===== config.mk =====
export PLATFORM = sky130hd
export DESIGN_NAME = unidade_controle_exp5
export DESIGN_NICKNAME = d
export VERILOG_FILES = /design/src/rtl/unidade_controle_exp5.sv
export SDC_FILE = /design/constraint.sdc
export NUM_CORES = 1
export LEC_CHECK = 0
export BUFFER_PORTS_ARGS = -buffer_cell sky130_fd_sc_hd__buf_4
export CAP_MARGIN = 0
export CORE_ASPECT_RATIO = 1.5
export CORE_UTILIZATION = 43
export DETAILED_ROUTE_END_ITERATION = 6
export GPL_TIMING_DRIVEN = 0
export PLACE_DENSITY = 0.67
export RECOVER_POWER = 25
export SLEW_MARGIN = 0
export SYNTH_ARGS = -nofsm -noshare
export SYNTH_HDL_FRONTEND = slang
export SYNTH_SLANG_ARGS = --single-unit

===== constraint.sdc =====
create_clock -name clock -period 1.7 [get_ports clock]
set_input_delay 0.17 -clock clock [delete_from_list [all_inputs] [get_ports clock]]
set_output_delay 0.17 -clock clock [all_outputs]
set_load 0.01 [all_outputs]

===== src/rtl/unidade_controle_exp5.sv =====
// unidade_controle_exp5: Moore FSM that sequences the memory-game datapath, with a per-move inactivity timeout.
module unidade_controle_exp5 #(
    parameter int TIMEOUT_CYCLES = 5000,
    parameter int TW = 13
) (
    input  logic       clock,
    input  logic       reset,
    input  logic       iniciar,
    input  logic       jogada,
    input  logic       igual,
    input  logic       enderecoIgualLimite,
    input  logic       fimL,
    output logic       zeraE,
    output logic       contaE,
    output logic       zeraL,
    output logic       contaL,
    output logic       zeraR,
    output logic       registraR,
    output logic       acertou,
    output logic       errou,
    output logic       timeout,
    output logic       pronto,
    output logic [3:0] db_estado
);
    typedef enum logic [3:0] {
        INICIAL        = 4'h0,
        PREPARACAO     = 4'h1,
        ESPERA_JOGADA  = 4'h2,
        REGISTRA       = 4'h3,
        COMPARACAO     = 4'h4,
        PROXIMA_JOGADA = 4'h5,
        PROXIMA_RODADA = 4'h6,
        FIM_ACERTOU    = 4'hA,
        FIM_TIMEOUT    = 4'hD,
        FIM_ERROU      = 4'hE
    } state_t;

    state_t        state, nxt;
    logic [TW-1:0] timer;
    logic          expired;

    assign expired   = timer == TW'(TIMEOUT_CYCLES - 1);
    assign db_estado = state;

    always_comb begin
        nxt = INICIAL;
        case (state)
            INICIAL:        nxt = iniciar ? PREPARACAO : INICIAL;
            PREPARACAO:     nxt = ESPERA_JOGADA;
            ESPERA_JOGADA:  nxt = jogada ? REGISTRA : expired ? FIM_TIMEOUT : ESPERA_JOGADA;
            REGISTRA:       nxt = COMPARACAO;
            COMPARACAO:     nxt = !igual ? FIM_ERROU : !enderecoIgualLimite ? PROXIMA_JOGADA :
                                  fimL ? FIM_ACERTOU : PROXIMA_RODADA;
            PROXIMA_JOGADA: nxt = ESPERA_JOGADA;
            PROXIMA_RODADA: nxt = ESPERA_JOGADA;
            FIM_ACERTOU:    nxt = iniciar ? PREPARACAO : FIM_ACERTOU;
            FIM_ERROU:      nxt = iniciar ? PREPARACAO : FIM_ERROU;
            FIM_TIMEOUT:    nxt = iniciar ? PREPARACAO : FIM_TIMEOUT;
            default:        nxt = INICIAL;
        endcase
    end

    // Outputs are registered from the decode of the next state, so they track the state register exactly.
    always_ff @(posedge clock or negedge reset) begin
        if (!reset) begin
            state     <= INICIAL;
            timer     <= '0;
            zeraE     <= 1'b0;
            contaE    <= 1'b0;
            zeraL     <= 1'b0;
            contaL    <= 1'b0;
            zeraR     <= 1'b0;
            registraR <= 1'b0;
            acertou   <= 1'b0;
            errou     <= 1'b0;
            timeout   <= 1'b0;
            pronto    <= 1'b0;
        end else begin
            state     <= nxt;
            timer     <= (state == ESPERA_JOGADA && nxt == ESPERA_JOGADA) ? timer + 1'b1 : '0;
            zeraE     <= nxt == PREPARACAO || nxt == PROXIMA_RODADA;
            contaE    <= nxt == PROXIMA_JOGADA;
            zeraL     <= nxt == PREPARACAO;
            contaL    <= nxt == PROXIMA_RODADA;
            zeraR     <= nxt == PREPARACAO;
            registraR <= nxt == REGISTRA;
            acertou   <= nxt == FIM_ACERTOU;
            errou     <= nxt == FIM_ERROU || nxt == FIM_TIMEOUT;
            timeout   <= nxt == FIM_TIMEOUT;
            pronto    <= nxt == FIM_ACERTOU || nxt == FIM_ERROU || nxt == FIM_TIMEOUT;
        end
    end
endmodule


# == Word level (Yosys, flattened, before mapping) ==
# Index checks and enable logic that the tools add are counted.
# totals
register_bits,26
in_bits,7
word_cells,48
# op_classes
n_addsub,1
n_eq_ne,18
n_mux,11
reduce_logical,7
# op_table
op,count
4-bit two-way mux,8
4-bit case mux with 8 select lines,1
4-bit == test (second input constant),6
4-bit by 3-bit == test with 1-bit output (second input constant),5
4-bit by 2-bit == test with 1-bit output (second input constant),4
13-bit by 1-bit adder with 13-bit output (second input constant),1
13-bit == test (second input constant),1
13-bit two-way mux,1
4-bit by 1-bit == test with 1-bit output (second input constant),2
4-bit logical NOT,1
1-bit logical OR,4
3-bit OR reduction,1
1-bit logical AND,1
1-bit two-way mux,1

# == Longest topological paths before layout ==
# Gate-level depths: netlist (run 1).
# depth
ltp_word,7
ltp_mapped,7

# == Least setup slack after synthesis (run 1) ==
# Ideal clock, no wire load.
# synth_path
kind,reg2reg
startpoint,reg timer[0]
endpoint,reg zeraR
t_arrival_ns,1.521
slack_ns,0.099
path_stages_with_launch,7
path_buffers,0
period_less_slack_ns,1.601
path_cell_list,dfrtp_1 > ha_1 > and4bb_1 > and3_1 > a32oi_2 > nand2_1 > nor3b_2
# synth_between
elab_chain_len,5
# synth_rtl
item,line_no,text
"start, declared",39,logic [TW-1:0] timer;
"start signal, assigned",80,timer <= (state == ESPERA_JOGADA && nxt == ESPERA_JOGADA) ? timer + 1'b1 : '0;
13-bit == test,42,assign expired = timer == TW'(TIMEOUT_CYCLES - 1);
4-bit two-way mux (2 in a row),50,ESPERA_JOGADA: nxt = jogada ? REGISTRA : expired ? FIM_TIMEOUT : ESPERA_JOGADA;
4-bit case mux with 8 select lines,47,case (state)
named net nxt[2],38,"state_t state, nxt;"
4-bit by 1-bit == test with 1-bit output,85,zeraR <= nxt == PREPARACAO;
"end signal, assigned",72,zeraR <= 1'b0;
"end signal, assigned",85,
"end, declared",17,"output logic zeraR,"
# The timed path passes the listed nets, and every way through them passes these cells.

# == Worst setup path after layout (run 1) ==
# layout_path
startpoint,reg timer[1]
endpoint,reg zeraE
# layout_between
elab_chain_len,6
elab_cells_between_ends,7
classes_between,eq/ne: 3; mux: 3; reduce/logical: 1
# layout_rtl
item,line_no,text
13-bit == test (*),42,
4-bit two-way mux (*) (2 in a row),50,
4-bit case mux with 8 select lines (*),47,
named net nxt[0],38,
4-bit by 1-bit == test with 1-bit output / 4-bit by 3-bit == test with 1-bit output (equally long branches),81,zeraE <= nxt == PREPARACAO || nxt == PROXIMA_RODADA;
1-bit logical OR (*),81,
"end signal, assigned",68,zeraE <= 1'b0;
"end signal, assigned",81,
"end, declared",13,"output logic zeraE,"
# Mark *: on every way through the listed nets, which the timed path passes. The rest lies on a longest branch.

==> results of run 1 <==
==> final timing paths <==
kind                            from            to
max                         timer[1]         zeraE
min                           jogada     registraR
max reg2reg                 timer[1]         zeraE
min reg2reg                timer[12]     timer[12]
max in group asynchronous      reset  db_estado[2]
min in group asynchronous      reset        contaE
==> cells in the mapped netlist, types with 2 or more instances <==
master / count
a21oi_1: 3
a21oi_2: 2
and3_1: 7
buf_4: 3
dfrtp_1: 26
inv_1: 2
nand2_1: 11
nand2b_1: 2
nand3_1: 6
nor2_1: 15
nor2b_1: 3
nor2b_4: 2
nor3_1: 2
o21a_1: 2
xnor2_1: 4
xor2_1: 8
==> state kept, by name (all words and copies together), names as in the netlist <==
register   count
contaE         1
timer         13
zeraE          1
registraR      1
zeraR          1
db_estado      4
contaL         1
pronto         1
acertou        1
errou          1
timeout        1
==> power groups by stage <==
stage	clock network, mW	registers (mW)	logic, mW
after detailed placement	0	0.779	0.829
after CTS	0.514	0.766	0.923
final	0.498	0.775	0.985
after floorplan	0	0.809	0.534
after global routing	0.541	0.784	1.08
after global placement	0	0.774	0.814
==> layer usage <==
metal,GRT usage (%),wire length (um)
met1,16.9,1010
met2,32.3,1450
met3,2.60,51
met4,9.21,57
met5,0,0
==> stage by stage <==
step	setup slack, ps	power [mW]
after floorplan	98.9	1.34
after global placement	-65.1	1.59
after detailed placement	-62.6	1.61
after CTS	3.27	2.20
after global routing	-25.5	2.40
final	59.5	2.26
==> critical path, stage by stage, from the launching register on <==
cell,delay (ps)
dfrtp_1,410
ha_4,160
and4bb_1,230
and3_4,210
nand2_1,90
a21oi_4,240
nand3b_1,100
a21oi_1,130
==> final cells by class <==
type / count / area [um^2]
fillers: 256 / 1170
multi-input cells: 89 / 689
flip-flops and latches: 26 / 654
repair buffers: 26 / 195
well taps: 39 / 48.8
plain buffers: 5 / 45.0
clock buffers: 3 / 41.3
clock inverters: 1 / 30.0
inverters: 3 / 11.3
==> cells by family (layout without fill, tap and decap cells) <==
| family | count (synthesis) | after routing |
|---|---|---|
| and+or+nand+nor | 60 | 60 |
| AOI/OAI and AO/OA | 16 | 16 |
| xor gates and xnor gates | 12 | 12 |
| DFF | 26 | 26 |
| buffers and inverters | 8 | 38 |
| adders and majority gates | 1 | 1 |
==> timing repair <==
action,CTS,global route
setup endpoints to repair,5,14
gates resized for setup,7,15
gates cloned,0,0
setup buffers,1,4
hold buffers,1,0
pin swaps,3,10
endpoints found under the hold margin,26,0
==> key figures, run 1 <==
Critical path
  • Register-to-register setup slack: approximately 60 ps
  • Worst Path Class, Setup: reg -> reg
  • R2R cell count: 7
  • Type of origin of the critical path: register
  • Required time worst endpoint: about 1900 ps
  • Nature of the critical path endpoint: register
  • Maximum fanout along the worst path: 4
  • Data arrival at the endpoint of the critical path: about 1800 ps

Detailed routing
  • Vias per Instance: around 5.1
  • Vias post-DR: between 900 and 1k
  • Detailed Route Iter0 Violations: 14
  • Number of iterations in the first detailed-routing pass: 4
  • Wire length per cell: between 10 and 15 um
  • Remaining routing DRC violations: 0
  • Wire length after detailed routing: roughly 2600 um
  • Final ANT Viol Nets: 0

Power
  • Net switching share of the total power: between 30% and 40%
  • Leakage power: slightly below 0.8 nW
  • Int Power: about 1.5 mW
  • Sequential Power Share: 34.3%
  • Switching power: ~750 uW
  • Relative contribution of combinational cells to total power: approximately 44%
  • Worst vdd ir: between 0.6 and 0.7 mV
  • Clock network fraction of total power: about 22%
  • Total power divided by cell area: 1320 mW/mm^2

Yosys
  • Post-synthesis share of cell area spent on full adders, half adders and majority gates: 0.963%
  • Average cell area after synthesis: between 10 and 15 um^2
  • Largest cells by area after synthesis: dfrtp_1 (50%), xor2_1 (5.4%), nor2_1 (4.3%)
  • Simple-gate share of the synthesized area: between 20% and 30%
  • Compound-cell area share of the yosys netlist: ~9.8%
  • Number of distinct standard cells referenced by the synthesized netlist: around 40
  • Synthesized instance count: roughly 120
  • #FFs+latches synth: 26
  • Share of synthesized flip-flops with an asynchronous set or reset: between 90% and 100%
  • Net count after synthesis: about 130
  • Dominant combinational cell family by area after synthesis: simple AND/OR/NAND/NOR gates
  • Total standard cell area after synthesis: about 0.0013 mm^2
  • Number of enable flip-flop cells after synthesis: 0
  • Most frequently used flop master after synthesis: dfrtp_1
  • Seq/Total Area, Yosys: between 50% and 60%
  • Share of cell area taken by muxes after synthesis: 0%
  • Count of yosys warnings during synthesis: 0
  • Xor and xnor fraction of the mapped netlist area: under 10%
  • Fraction of synthesized cell area taken by the top area cell type: 50.1%
  • Area leader, netlist: dfrtp_1

STA
  • Tcrit/Tclk final: between 90% and 100%
  • Worst Tran Pin Value: 621 ps
  • Post-route worst hold slack: roughly 200 ps
  • Max Clock Skew: about 4.0 ps
  • Final hold violations: 0
  • Number of failing setup endpoints in the final timing report: 0
  • Worst slew margin: about three fifths
  • RSZ-0062 raised after global routing: yes
  • Max frequency: between 600 and 700 MHz
  • Setup tns final: 0 ps
  • Final Critical Period: between 1500 and 2000 ps
  • Number of slew-limit violations in the final report: 0

Placement
  • Buffers on Ports: 20
  • Placed wire-length estimate after detailed placement: roughly 1800 um
  • Cell area after placement: between 0.001 and 0.0015 mm^2
  • Cell count after placement: 182
  • Global placer's final weighted congestion: approximately 0.74

Global route
  • Number of antenna violations at the first check in global routing: 0
  • Residual overflow from global routing: 0
  • GRT Total Usage: roughly 18%
  • Largest net degree at the start of global routing: 27
  • Wire length of the first global-routing pass: 4190 um
  • Via count of the first global-routing pass: approximately 1.0k

Run status
  • Run status: complete, no violations

Die
  • Starting density of the core: 45.1%
  • Area of the core: between 0.002 and 0.003 mm^2
  • Number of placement rows: 24
  • Area enclosed by the die boundary: approximately 0.0032 mm^2
  • Die Height: roughly 70 um
  • Number of top-level pins: 21
  • Die width: between 40 and 50 um

Job
  • Maxcap violations: 0

Clock tree
  • TritonCTS clock tree: built
  • Cts bufs inserted: 3
  • Clock root buffer: clkbuf_8
  • Clock latency reported for the late side of the worst-skew pair: approximately 270 ps
  • Number of levels in the clock H-tree: 1
  • TritonCTS sink count: 26
  • Number of buffers between clock root and the deepest sink: 2
  • Register clock-pin slew on the reported worst setup and hold paths: ~90 ps

Hold path
  • Hold Crit Depth: 2
  • Path type of the worst min-delay path: in -> reg

Cells and area
  • Final-stage net count: around 160
  • Most used cells in the layout excluding fill and tap cells: buf_4 (27), dfrtp_1 (23), nor2_1 (15)
  • Antenna fix cells: 0
  • Fin util: 59.5%
  • Post-synthesis to final-layout area growth: 32.1%
  • Proportion of layout cells with a drive suffix above 1: between 30% and 40%
  • Count of non-filler cells in the finished layout: approximately 190
  • Post-route cell area: between 0.0015 and 0.002 mm^2
  • Most common library cell in the layout ignoring fill and taps: buf_4
No activity file was read; power rests on OpenSTA's default activity.
==> run 2, diff against run 1 <==
Settings changed: CORE_UTILIZATION 43 to 45, PLACE_DENSITY 0.67 to 0.69, REMOVE_ABC_BUFFERS set to 1.
==> run 2 against run 1 <==
Net effect: the run now ends with setup timing left; flip-flop and latch count did not move; register-to-register slack got worse by 70 ps; first-iteration DRC count rose by 57%; cell count fell by 2.1%; critical path depth fell by 1; clock skew rose by 2.5 ps; critical path type unchanged; critical endpoint unchanged; largest cell class unchanged.
==> key figures, run 2 (synthesized netlist as in run 1, its figures left out) <==
Run status
  • Run status: complete, but fails checks
  • Failing checks: setup timing

Global route
  • Via count of the first global-routing pass: 915 (-11%)
  • Largest net degree at the start of global routing: 27 (unchanged)
  • GRT Total Usage: 17.2% (-0.30 points)
  • Residual overflow from global routing: 0 (unchanged)
  • Wire length of the first global-routing pass: 3890 um (-7.1%)
  • Number of antenna violations at the first check in global routing: 0 (unchanged)

Critical path
  • Worst Path Class, Setup: reg -> reg
  • Worst-path cell chain: nor4b_4 > and3_4 > nand2_1 > a21oi_4 > nand3b_1 > a21oi_2
  • Family with the most delay on the worst path: simple AND/OR/NAND/NOR gates
  • Worst stage delay on the critical path: 440 ps (+30 ps)
  • Data arrival at the endpoint of the critical path: 1900 ps (+70 ps)
  • Register-to-register setup slack: -8 ps (-70 ps)
  • Type of origin of the critical path: register
  • Worst path depth: 6 (-1)
  • R2R cell count: 6 (-1)
  • Slowest CP cell: dfrtp_1
  • Maximum fanout along the worst path: 4 (unchanged)
  • Worst path buffer plus inverter count: 0 (unchanged)
  • Nature of the critical path endpoint: register
  • Required time worst endpoint: 1900 ps (about the same)

Clock tree
  • TritonCTS sink count: 26 (unchanged)
  • Cts bufs inserted: 3 (unchanged)
  • TritonCTS clock tree: built
  • Clock latency reported for the late side of the worst-skew pair: 260 ps (about the same)
  • Number of buffers between clock root and the deepest sink: 2 (unchanged)
  • Clock root buffer: clkbuf_8
  • Number of levels in the clock H-tree: 1 (unchanged)
  • Register clock-pin slew on the reported worst setup and hold paths: 90 ps (about the same)

Detailed routing
  • Final ANT Viol Nets: 0 (unchanged)
  • Wire length per cell: 13.6 um (+1.6%)
  • Wire length after detailed routing: 2560 um (-0.54%)
  • Number of iterations in the first detailed-routing pass: 6 (+2)
  • Detailed Route Iter0 Violations: 22 (+8)
  • Remaining routing DRC violations: 0 (unchanged)
  • Vias per Instance: 5.23 (+2.2%)
  • Vias post-DR: 983 (+0.10%)

STA
  • Final Critical Period: 1710 ps (+67.6 ps)
  • Post-route worst hold slack: 164 ps (-29.8 ps)
  • Setup tns final: -8.08 ps (-8.08 ps)
  • Max Clock Skew: 6.56 ps (+2.51 ps)
  • Worst Tran Pin Value: 639 ps (+18.4 ps)
  • RSZ-0062 raised after global routing: yes
  • PnR worst setup slack: -8.08 ps (-67.6 ps)
  • Worst slew margin: 57.4% (-1.2 points)
  • Number of slew-limit violations in the final report: 0 (unchanged)
  • Final hold violations: 0 (unchanged)
  • Max frequency: 585 MHz (-4.0%)
  • Number of failing setup endpoints in the final timing report: 1 (+1)
  • Tcrit/Tclk final: 100% (+4.0 points)

Placement
  • Global placer's final weighted congestion: 0.784 (+5.6%)
  • Buffers on Ports: 20 (unchanged)
  • Cell count after placement: 175 (-3.8%)
  • Placed wire-length estimate after detailed placement: 1780 um (+0.19%)

Cells and area
  • Register ranked first by flip-flop count: timer
  • Final-stage net count: 160 (-1.2%)
  • Proportion of layout cells with a drive suffix above 1: 39.1% (+0.51 points)
  • Antenna fix cells: 0 (unchanged)
  • Fin util: 62.1% (+2.6 points)
  • Most used cells in the layout excluding fill and tap cells: buf_4 (27), dfrtp_1 (22), nor2_1 (15)
  • Most common library cell in the layout ignoring fill and taps: buf_4
  • Post-synthesis to final-layout area growth: 29.4%
  • Count of non-filler cells in the finished layout: 188 (-2.1%)
  • Largest register FFs: 13 (unchanged)

Hold path
  • Path type of the worst min-delay path: in -> reg
  • Hold Crit Depth: 2 (unchanged)

Die
  • Area enclosed by the die boundary: 0.00311 mm^2 (-4.3%)
  • Area of the core: 0.00271 mm^2 (-6.2%)
  • Number of placement rows: 23 (-4.2%)
  • Die width: 45.9 um (-2.1%)
  • Starting density of the core: 48.0% (+3.0 points)
  • Die Height: 67.8 um (-2.2%)
  • Number of top-level pins: 21 (unchanged)

Power
  • Sequential Power Share: 38.0% (+3.7 points)
  • Net switching share of the total power: 33.8% (+0.75 points)
  • Switching power: 744 uW (-0.24%)
  • Relative contribution of combinational cells to total power: 39.3% (-4.3 points)
  • Int Power: 1.46 mW (-3.6%)
  • Clock network fraction of total power: 22.7% (+0.6 points)
  • Total power divided by cell area: 1310 mW/mm^2 (-0.43%)
  • Leakage power: 0.773 nW (-1.7%)
  • Worst vdd ir: 0.628 mV (-2.6%)

Job
  • Maxcap violations: 0 (unchanged)
## run 2: cell types whose count changed in the layout (fill, tap and decap cells not counted), sizes merged
cell,before,now
buf,29,27
## run 2: path summary, 6_finish.rpt
check | to | startpoint
hold reg to reg | timer[12] | timer[12]
hold / removal | registraR | jogada
setup / recovery | zeraE | timer[11]
min in group asynchronous | acertou | reset
setup reg to reg | zeraE | timer[11]
max in group asynchronous | db_estado[1] | reset
## run 2: area by class of cell
type	count	area [um^2]
fillers	244	1020
multi-input cells	89	678
flip-flops and latches	26	656
repair buffers	29	218
well taps	37	46.3
clock buffers	3	41.3
clock inverters	1	30.0
inverters	3	11.3
## run 2: what timing repair did
action	4_1_cts	5_1_grt
hold endpoints to repair	26	0
buffers inserted	2	6
pin swaps	4	8
gates resized for setup	4	15
endpoints found under the setup margin	17	17
hold buffers	1	0
## run 2: metal layers
metal  vias to the layer above  part of all wire [%]  global-route usage (%)
met3                         2                   1.9                    2.41
met4                         0                  0.82                    5.88
met2                        15                    58                    32.9
met5                         -                     0                       0
li1                        474                     -                       -
met1                       492                    39                    18.2
## run 2: stage by stage
stage	setup slack [ps]	cell area [um^2]	total power, mW
after CTS	-28.7	1560	2.08
after global placement	-61.1	1460	1.52
final	-8.08	1680	2.20
after floorplan	98.9	1260	1.28
after detailed placement	-84.7	1460	1.54
after global routing	-103	1680	2.34
## run 2: power groups by stage
stage | registers (mW) | clock network (mW) | logic, mW
finish | 0.837 | 0.501 | 0.865
global route | 0.851 | 0.537 | 0.954
CTS | 0.826 | 0.513 | 0.737
detailed placement | 0.840 | 0 | 0.703
global placement | 0.836 | 0 | 0.681
floorplan | 0.861 | 0 | 0.416
